File: src/rtl/regfile_dump_unit_if.sv
// Bundle between the register-file dump unit and its environment: control,
// read-port and streamed-output signals.
interface regfile_dump_unit_if;
    logic        start;
    logic        abort;
    logic [4:0]  rsel;
    logic [31:0] rdat;
    logic        out_valid;
    logic        out_ready;
    logic [4:0]  out_idx;
    logic [31:0] out_data;
    logic        busy;
    logic        done;

    modport master (
        input  start, abort, rdat, out_ready,
        output rsel, out_valid, out_idx, out_data, busy, done
    );

    modport slave (
        output start, abort, rdat, out_ready,
        input  rsel, out_valid, out_idx, out_data, busy, done
    );
endinterface

File: src/rtl/regfile_dump_unit.sv
// Debug reader that walks a register index range, reads each word through the
// register-file read port and streams (index, value) on a valid/ready output.
module regfile_dump_unit #(
    parameter int unsigned FIRST_REG = 0,
    parameter int unsigned LAST_REG  = 31,
    parameter bit          SKIP_ZERO = 1'b0
) (
    input logic                 CLK,
    input logic                 nRST,
    regfile_dump_unit_if.master bus
);

    typedef enum logic [1:0] {IDLE, READ, PRESENT, FINISH} state_t;

    localparam logic [4:0] FIRST_IDX = 5'(FIRST_REG);
    localparam logic [4:0] LAST_IDX  = 5'(LAST_REG);

    state_t      state, next_state;
    logic [4:0]  cnt, next_cnt;
    logic [4:0]  idx_q;
    logic [31:0] data_q;
    logic        capture;

    always_ff @(posedge CLK or negedge nRST) begin
        if (!nRST) begin
            state  <= IDLE;
            cnt    <= FIRST_IDX;
            idx_q  <= '0;
            data_q <= '0;
        end else begin
            state <= next_state;
            cnt   <= next_cnt;
            if (capture) begin
                data_q <= bus.rdat;
                idx_q  <= cnt;
            end
        end
    end

    // Termination is checked before the increment, so the counter never wraps.
    always_comb begin
        next_state = state;
        next_cnt   = cnt;
        capture    = 1'b0;
        unique case (state)
            IDLE: begin
                if (bus.start && !bus.abort) begin
                    next_state = READ;
                    next_cnt   = FIRST_IDX;
                end
            end
            READ: begin
                capture = 1'b1;
                if (SKIP_ZERO && (bus.rdat == '0)) begin
                    if (cnt == LAST_IDX) next_state = FINISH;
                    else                 next_cnt   = cnt + 5'd1;
                end else begin
                    next_state = PRESENT;
                end
            end
            PRESENT: begin
                if (bus.out_ready) begin
                    if (cnt == LAST_IDX) begin
                        next_state = FINISH;
                    end else begin
                        next_state = READ;
                        next_cnt   = cnt + 5'd1;
                    end
                end
            end
            FINISH: begin
                next_state = IDLE;
            end
        endcase
        if (bus.abort && (state != IDLE)) begin
            next_state = IDLE;
            next_cnt   = FIRST_IDX;
            capture    = 1'b0;
        end
    end

    assign bus.rsel      = (state == IDLE) ? '0 : cnt;
    assign bus.out_valid = (state == PRESENT);
    assign bus.out_idx   = idx_q;
    assign bus.out_data  = data_q;
    assign bus.busy      = (state != IDLE);
    assign bus.done      = (state == FINISH);

endmodule

File: src/flat_wrapper.sv
// flat-port wrapper written by rule: the top's interface ports become plain ports
module regfile_dump_unit_flat 
#(
    parameter int unsigned FIRST_REG = 0,
    parameter int unsigned LAST_REG  = 31,
    parameter bit          SKIP_ZERO = 1'b0
)
  (CLK, nRST, bus_start, bus_abort, bus_rdat, bus_out_ready, bus_rsel, bus_out_valid, bus_out_idx, bus_out_data, bus_busy, bus_done);
  regfile_dump_unit_if bus_i ();
  input logic CLK;
  input logic nRST;
  input wire logic [$bits(bus_i.start)-1:0] bus_start;
  input wire logic [$bits(bus_i.abort)-1:0] bus_abort;
  input wire logic [$bits(bus_i.rdat)-1:0] bus_rdat;
  input wire logic [$bits(bus_i.out_ready)-1:0] bus_out_ready;
  output wire logic [$bits(bus_i.rsel)-1:0] bus_rsel;
  output wire logic [$bits(bus_i.out_valid)-1:0] bus_out_valid;
  output wire logic [$bits(bus_i.out_idx)-1:0] bus_out_idx;
  output wire logic [$bits(bus_i.out_data)-1:0] bus_out_data;
  output wire logic [$bits(bus_i.busy)-1:0] bus_busy;
  output wire logic [$bits(bus_i.done)-1:0] bus_done;
  assign bus_i.start = bus_start;
  assign bus_i.abort = bus_abort;
  assign bus_i.rdat = bus_rdat;
  assign bus_i.out_ready = bus_out_ready;
  assign bus_rsel = bus_i.rsel;
  assign bus_out_valid = bus_i.out_valid;
  assign bus_out_idx = bus_i.out_idx;
  assign bus_out_data = bus_i.out_data;
  assign bus_busy = bus_i.busy;
  assign bus_done = bus_i.done;
  regfile_dump_unit #(.FIRST_REG(FIRST_REG), .LAST_REG(LAST_REG), .SKIP_ZERO(SKIP_ZERO)) u_core (.CLK(CLK), .nRST(nRST), .bus(bus_i));
endmodule
File: config.mk
export PLATFORM = sky130hd
export DESIGN_NAME = regfile_dump_unit_flat
export DESIGN_NICKNAME = d
export VERILOG_FILES = /design/src/rtl/regfile_dump_unit_if.sv /design/src/rtl/regfile_dump_unit.sv /design/src/flat_wrapper.sv
export SDC_FILE = /design/constraint.sdc
export NUM_CORES = 1
export LEC_CHECK = 0
export ABC_AREA = 1
export CORE_ASPECT_RATIO = 1.4
export CORE_MARGIN = 10
export CORE_UTILIZATION = 35
export DETAILED_ROUTE_END_ITERATION = 7
export PLACE_DENSITY_LB_ADDON = 0.2
export SLEW_MARGIN = 20
export SYNTH_ARGS = -nofsm -noshare
export SYNTH_HDL_FRONTEND = slang
export SYNTH_SLANG_ARGS = --single-unit
File: constraint.sdc
create_clock -name CLK -period 1.7 [get_ports CLK]
set_input_delay 0.34 -clock CLK [delete_from_list [all_inputs] [get_ports CLK]]
set_output_delay 0.34 -clock CLK [all_outputs]
set_load 0.01 [all_outputs]
==> out/metrics.yaml <==
status: "complete, no violations"
grt_antenna_before_repair: 0
route.detailed.drc: 0
switching_share_of_power_pct: 34.79
cts-buffers-inserted: 5
area_of_combinational_cells_with_multiple_inputs_sq_um: 724.4
core-area_sq_um: 5236
vias_per_cell: 4.536
h-tree-depth: 2
grt_first_pass_wirelength_mm: 8.838
cellPowerDensity_nw_per_um2: 1536
post-layout-total-power_mw: 4.597
timing.final.setup_violations: 0
maxSlewViolCount: 0
worst-endpoint-required_ns: 1.36
critical_path.reg2reg.startpoint: "u_core.cnt[1]"
clock_sinks: 44
cp.arrival_ns: 1.30
critPathLaunch: "u_core.state[1]"
routed_wirelength_mm: 5.451
wire_per_inst_um: 13.91
final.setup.worst_slack_ns: 0.06400
globalRoute.totalOverflow: 0
power.internal_mw: 2.998
final_core_utilization_pct: 57.16
synthDistinctLibCells: 16
cts_max_path_buffers: 2
rows: 31
clock_tree.root_cell: "sky130_fd_sc_hd__clkbuf_8"
yosys_warning_total: 0
synth_top_area_cell: "sky130_fd_sc_hd__dfrtp_1"
max_cap_violations: 0
hold_violations: 0
critPathMaxFanout: 4
syn_area_sq_um: 1921
power_frac_seq_pct: 36.2
die_area_sq_um: 8892
final_net_count: 364
worst_slew_pin_slew_ns: 0.3668
leakagePower_nw: 1.470
postSynthAreaPerCell_sq_um: 8.243
register_area_sq_um: 1102
post_dp_cell_area_sq_um: 2826
ys_ff_latch: 44
final_replace_weighted_congestion: 0.8354
numPortBuffers: 81
clkLatencyLatePin_ns: 0.29
syn_nets: 272
synthCells: 233
die_w_um: 82.61
final_cell_mix: "sky130_fd_sc_hd__nand2_1 (94), sky130_fd_sc_hd__clkdlybuf4s50_1 (72), sky130_fd_sc_hd__dfrtp_1 (43)"
finalInstanceArea_sq_um: 2993
final_cell_count_no_fill: 392
vias: 1778
post_route_cells_drive_above_1_share_pct: 12.58
global_route.usage.total_pct: 12.65
comb_power_share_pct: 47.0
placement.setup.worst_slack_ns: 0.04592
hold_path.class: "in2async"
holdBufCountCts: 0
num-fill-cells: 484
final_period_minus_worst_setup_slack_ns: 1.636
grt_start_max_net_pins: 45
synthToLayoutAreaGrowth_pct: 55.83
grt_pass1_vias: 1785
die_h_um: 107.7
detail-route-antenna-nets: 0
drt-pass1-iter-count: 4
max_freq_ghz: 0.6112
total_i_o_pin_count: 82
share_clk_of_total_power_pct: 16.8
layout_commonest_cell: "sky130_fd_sc_hd__nand2_1"
finalHoldWorstSlack_ns: 0.006824
initial_core_util_pct: 36.68
timing.critical_path.from_type: "flip-flop"
drt_iter0_drc: 107
timing.critical_path.to_type: "output pin"
max-vdd-ir-drop_mv: 0.8446
diodes: 0
place_hpwl_mm: 4.012
timing.setup.tns_ns: 0
synth.top_cells.by_area: "sky130_fd_sc_hd__dfrtp_1 (57%), sky130_fd_sc_hd__nand2_1 (19%), sky130_fd_sc_hd__nand3_1 (8.9%)"
clock_skew_ns: 0.007319
post-route-period-util_pct: 96.24
clkTransAtPathRegs_ns: 0.08
rel_slew_slack_pct: 75.55
synthDominantCellAreaShare_pct: 57.33
criticalPathCategory: "reg2out"
placedCellCount: 376
p_sw_mw: 1.599
synth_seq_area_share_pct: 57.33
cts_tree: "done"
==> cell usage after synthesis <==
cell	number
sky130_fd_sc_hd__nand2_1	95
sky130_fd_sc_hd__dfrtp_1	44
sky130_fd_sc_hd__nand3_1	34
sky130_fd_sc_hd__nor2_1	18
sky130_fd_sc_hd__inv_1	12
sky130_fd_sc_hd__buf_2	6
sky130_fd_sc_hd__o21ai_1	5
sky130_fd_sc_hd__inv_2	4
sky130_fd_sc_hd__clkbuf_1	3
sky130_fd_sc_hd__nand2_2	3
sky130_fd_sc_hd__nor2_2	3
sky130_fd_sc_hd__ha_1	2
sky130_fd_sc_hd__buf_6	1
sky130_fd_sc_hd__nor2_4	1
sky130_fd_sc_hd__o21ai_0	1
sky130_fd_sc_hd__xnor2_1	1
==> flip-flops by register name, indices dropped and copies added, names as in the netlist <==
register and count:
u_core.bus.out_data 32, u_core.bus.out_idx 5, u_core.cnt 5, u_core.state 2
==> critical path, cell delays in order (launching register included) <==
cell                       delay [ns]
sky130_fd_sc_hd__dfrtp_1         0.43
sky130_fd_sc_hd__nor2_4          0.08
sky130_fd_sc_hd__buf_4           0.13
sky130_fd_sc_hd__buf_6           0.11
sky130_fd_sc_hd__nor2_1          0.11
sky130_fd_sc_hd__clkbuf_2        0.15
==> power groups by stage <==
stage | combinational [mW] | clock (mW) | sequential, mW
after floorplan | 0.730 | 0 | 1.84
after global placement | 2.02 | 0 | 1.67
after detailed placement | 2.05 | 0 | 1.68
after CTS | 2.13 | 0.792 | 1.67
after global routing | 2.39 | 0.833 | 1.72
final | 2.16 | 0.775 | 1.66
==> timing repair <==
action	CTS	global route
cloned	0	0
pin swaps	1	3
buffers inserted	5	3
endpoints found under the setup margin	8	10
gates resized for setup	13	11
==> per-layer routing <==
| metal | routed length [um] | global-route usage, % |
|---|---|---|
| met1 | 2024 | 13.95 |
| met2 | 2958 | 21.85 |
| met3 | 394 | 3.930 |
| met4 | 74 | 4.676 |
| met5 | 0 | 0 |
==> layout make-up <==
| class | count | area share, % |
|---|---|---|
| clock buffer | 6 | 2.425 |
| clock inverter | 2 | 1.171 |
| inverter | 16 | 2.007 |
| multi-input combinational | 163 | 24.21 |
| sequential | 44 | 36.83 |
| tap | 66 | 2.759 |
| timing repair buffer | 95 | 30.60 |
==> cells by family after synthesis <==
kind of cell	count (synthesis)	synth area share [%]
buf+inv	26	5.863
simple gates	154	33.48
fa+ha+maj	2	1.303
compound gates	6	1.563
xor+xnor	1	0.4561
flops	44	57.33
==> path summary, 6_finish.rpt <==
kind	to	depth (start not counted)	slack, ns
max in group asynchronous	u_core.state[0]	2	1.46
max	bus_rsel[0]	5	0.06
min reg2reg	u_core.bus.out_data[31]	2	0.47
min in group CLK	u_core.bus.out_data[31]	2	0.47
min	u_core.cnt[1]	2	0.007
max reg2reg	u_core.cnt[4]	11	0.16
No activity file was read; power rests on OpenSTA's default activity.
==> edit, RTL diff (same flow settings) <==
`FIRST_REG` is set to 0 in 2 places; all go to 1.
--- a/src/rtl/regfile_dump_unit.sv
+++ b/src/rtl/regfile_dump_unit.sv
@@ -1,7 +1,7 @@
 // Debug reader that walks a register index range, reads each word through the
 // register-file read port and streams (index, value) on a valid/ready output.
 module regfile_dump_unit #(
-    parameter int unsigned FIRST_REG = 0,
+    parameter int unsigned FIRST_REG = 1,
     parameter int unsigned LAST_REG  = 31,
     parameter bit          SKIP_ZERO = 1'b0
 ) (
--- a/src/flat_wrapper.sv
+++ b/src/flat_wrapper.sv
@@ -1,7 +1,7 @@
 // flat-port wrapper written by rule: the top's interface ports become plain ports
 module regfile_dump_unit_flat 
 #(
-    parameter int unsigned FIRST_REG = 0,
+    parameter int unsigned FIRST_REG = 1,
     parameter int unsigned LAST_REG  = 31,
     parameter bit          SKIP_ZERO = 1'b0
 )
Function: changed (Yosys sat finds a counterexample within 4 cycles, from zero or initial values and one cycle with nRST low).
==> edit against the original RTL <==
- register-to-register slack lost 0.06 ns
- routed wire length up 0.97%
- design area is 1.0% higher
- highest routed layer unchanged
- sequential power up 3%
- synthesized area up 0.59%
- worst hold slack improved by 0.47 ns
- setup slack worse by 0.023 ns
- critical path depth is 1 lower
- total power increased by 0.89%
- sequential cell count did not move
==> edit: results (changes against the original RTL) <==
drt:
  first_iter_violations: 54  # was 107
  met3_length_um: 387  # was 394 um
  first_pass_iters: 4  # unchanged
  vias: 1798  # was 1,778
  routedWlPerCell_um: 14.01  # was 13.91 um
  met1_length_mm: 2.154  # was 2.024 mm
  wl_mm: 5.504  # was 5.451 mm
  wl_met2_mm: 2.903  # was 2.958 mm
min_path:
  hold_class: "flip-flop to flip-flop"  # was primary input to asynchronous set/reset pin
  whs_endpoint: "u_core.bus.out_data[13]$_DFFE_PN0P_"
power:
  power_switching_uw: 1683  # was 1599 uW
  p_leak_uw: 0.001485  # was 0.001470 uW
  ir_drop_v: 0.0007394  # was 0.0008446 V
cts:
  ctsHoldBuffers: 1  # was 0
  postCtsSetupRepairBufs: 3  # was 5
  clock_latency_ns: 0.29  # about the same
  cts_resized: 12  # was 13
synth:
  synth.top_cell.area_share_pct: 55.70  # was 57.33%
  async_flop_share_pct: 100.0  # unchanged
  synth_cell_type_count: 17  # was 16
  synth_warnings: 0  # unchanged
  netlist_instances: 233  # unchanged
  ys.flop_type: "dfrtp_1"  # unchanged
  synth_nets: 272  # unchanged
  synthTopCellsByArea: "dfrtp_1 56%, nand2_1 19%, nand3_1 8.8%"  # was dfrtp_1 57%, nand2_1 19%, nand3_1 8.9%
  ys_top_cells_by_count: "97 x nand2_1, 43 x dfrtp_1, 34 x nand3_1, 18 x nor2_1, 13 x inv_1"  # was 95 x nand2_1, 44 x dfrtp_1, 34 x nand3_1, 18 x nor2_1, 12 x inv_1
  synth_seq_area_share_pct: 57.06  # was 57.33%
critical_path:
  crit_fanout: 3  # was 4
  r2r-end: "u_core.cnt[1]$_DFFE_PN0P_"  # was u_core.cnt[4]$_DFFE_PN0P_
  critPathCapture: "bus_out_valid"  # was bus_rsel[0]
  worstSetupStartpoint: "u_core.state[1]$_DFFE_PN0P_"  # unchanged
  worst_ep_required_time_ns: 1.36  # about the same
  ff2ff_setup_slack_ns: 0.10  # was 0.16 ns
  r2r-start: "u_core.cnt[0]$_DFFE_PN1P_"  # was u_core.cnt[1]$_DFFE_PN0P_
global_route:
  antenna_found_initial: 0  # unchanged
  grt_pass1_wl_mm: 8.735  # was 8.838 mm
  grt_pass1_vias: 1726  # was 1,785
  grt_use_total_pct: 12.50  # was 12.65%
  grt_start_max_net_pins: 35  # was 45
  gr-usage-met1_pct: 13.54  # was 13.95%
  grt_util_met3_pct: 3.846  # was 3.930%
  grt_use_met2_pct: 22.35  # was 21.85%
sta:
  whs_ns: 0.4733  # was 0.006824 ns
  slew_headroom_pct: 72.23  # was 75.55%
  skew_ns: 0.007158  # was 0.007319 ns
  finalCritPeriodShare_pct: 97.59  # was 96.24%
final_layout:
  fin_util_pct: 57.33  # was 57.16%
  nNetsFinal: 365  # was 364
  fill_cells: 520  # was 484
  drive_above_1_share_pct: 14.07  # was 12.58%
place:
  dpl.hpwl_mm: 4.210  # was 4.012 mm
  globalplace.congestion: 0.7652  # was 0.8354
  place_inst: 378  # was 376
  place_area_um2: 2844  # was 2826 um^2
  pre_cts_slack_ns: 0.0006506  # was 0.04592 ns
outcome:
  status: "complete, no violations"  # unchanged
==> edit: logic make-up (layout without fill, tap and decap cells) <==
group                    Yosys count  in the layout  synth area share, %
flip-flops                        44             44                57.06
buffers and inverters             26            120                5.635
adder cells (fa/ha/maj)            2              2                1.295
AO/OA/AOI/OAI                      6              6                2.526
XOR/XNOR                           1              1               0.4535
AND/OR/NAND/NOR                  154            154                33.03
==> edit: layout make-up <==
class	count	share of cell area [%]
multi-input combinational	163	25.16
clock buffer	8	2.979
timing repair buffer	96	30.66
inverter	16	1.986
tap	66	2.731
sequential	44	36.49
==> edit: worst max-delay path, delay by kind of cell (launching register included) <==
family        cells  cell delay (ns)
flops             1             0.42
simple gates      1             0.13
buf+inv           3             0.48
==> edit: power groups by stage <==
stage | registers, uW | logic [uW] | clock network (uW)
floorplan | 1880 | 787 | 0
CTS | 1710 | 2220 | 691
global route | 1760 | 2470 | 747
global placement | 1720 | 2150 | 0
detailed placement | 1720 | 2190 | 0
finish | 1710 | 2250 | 672
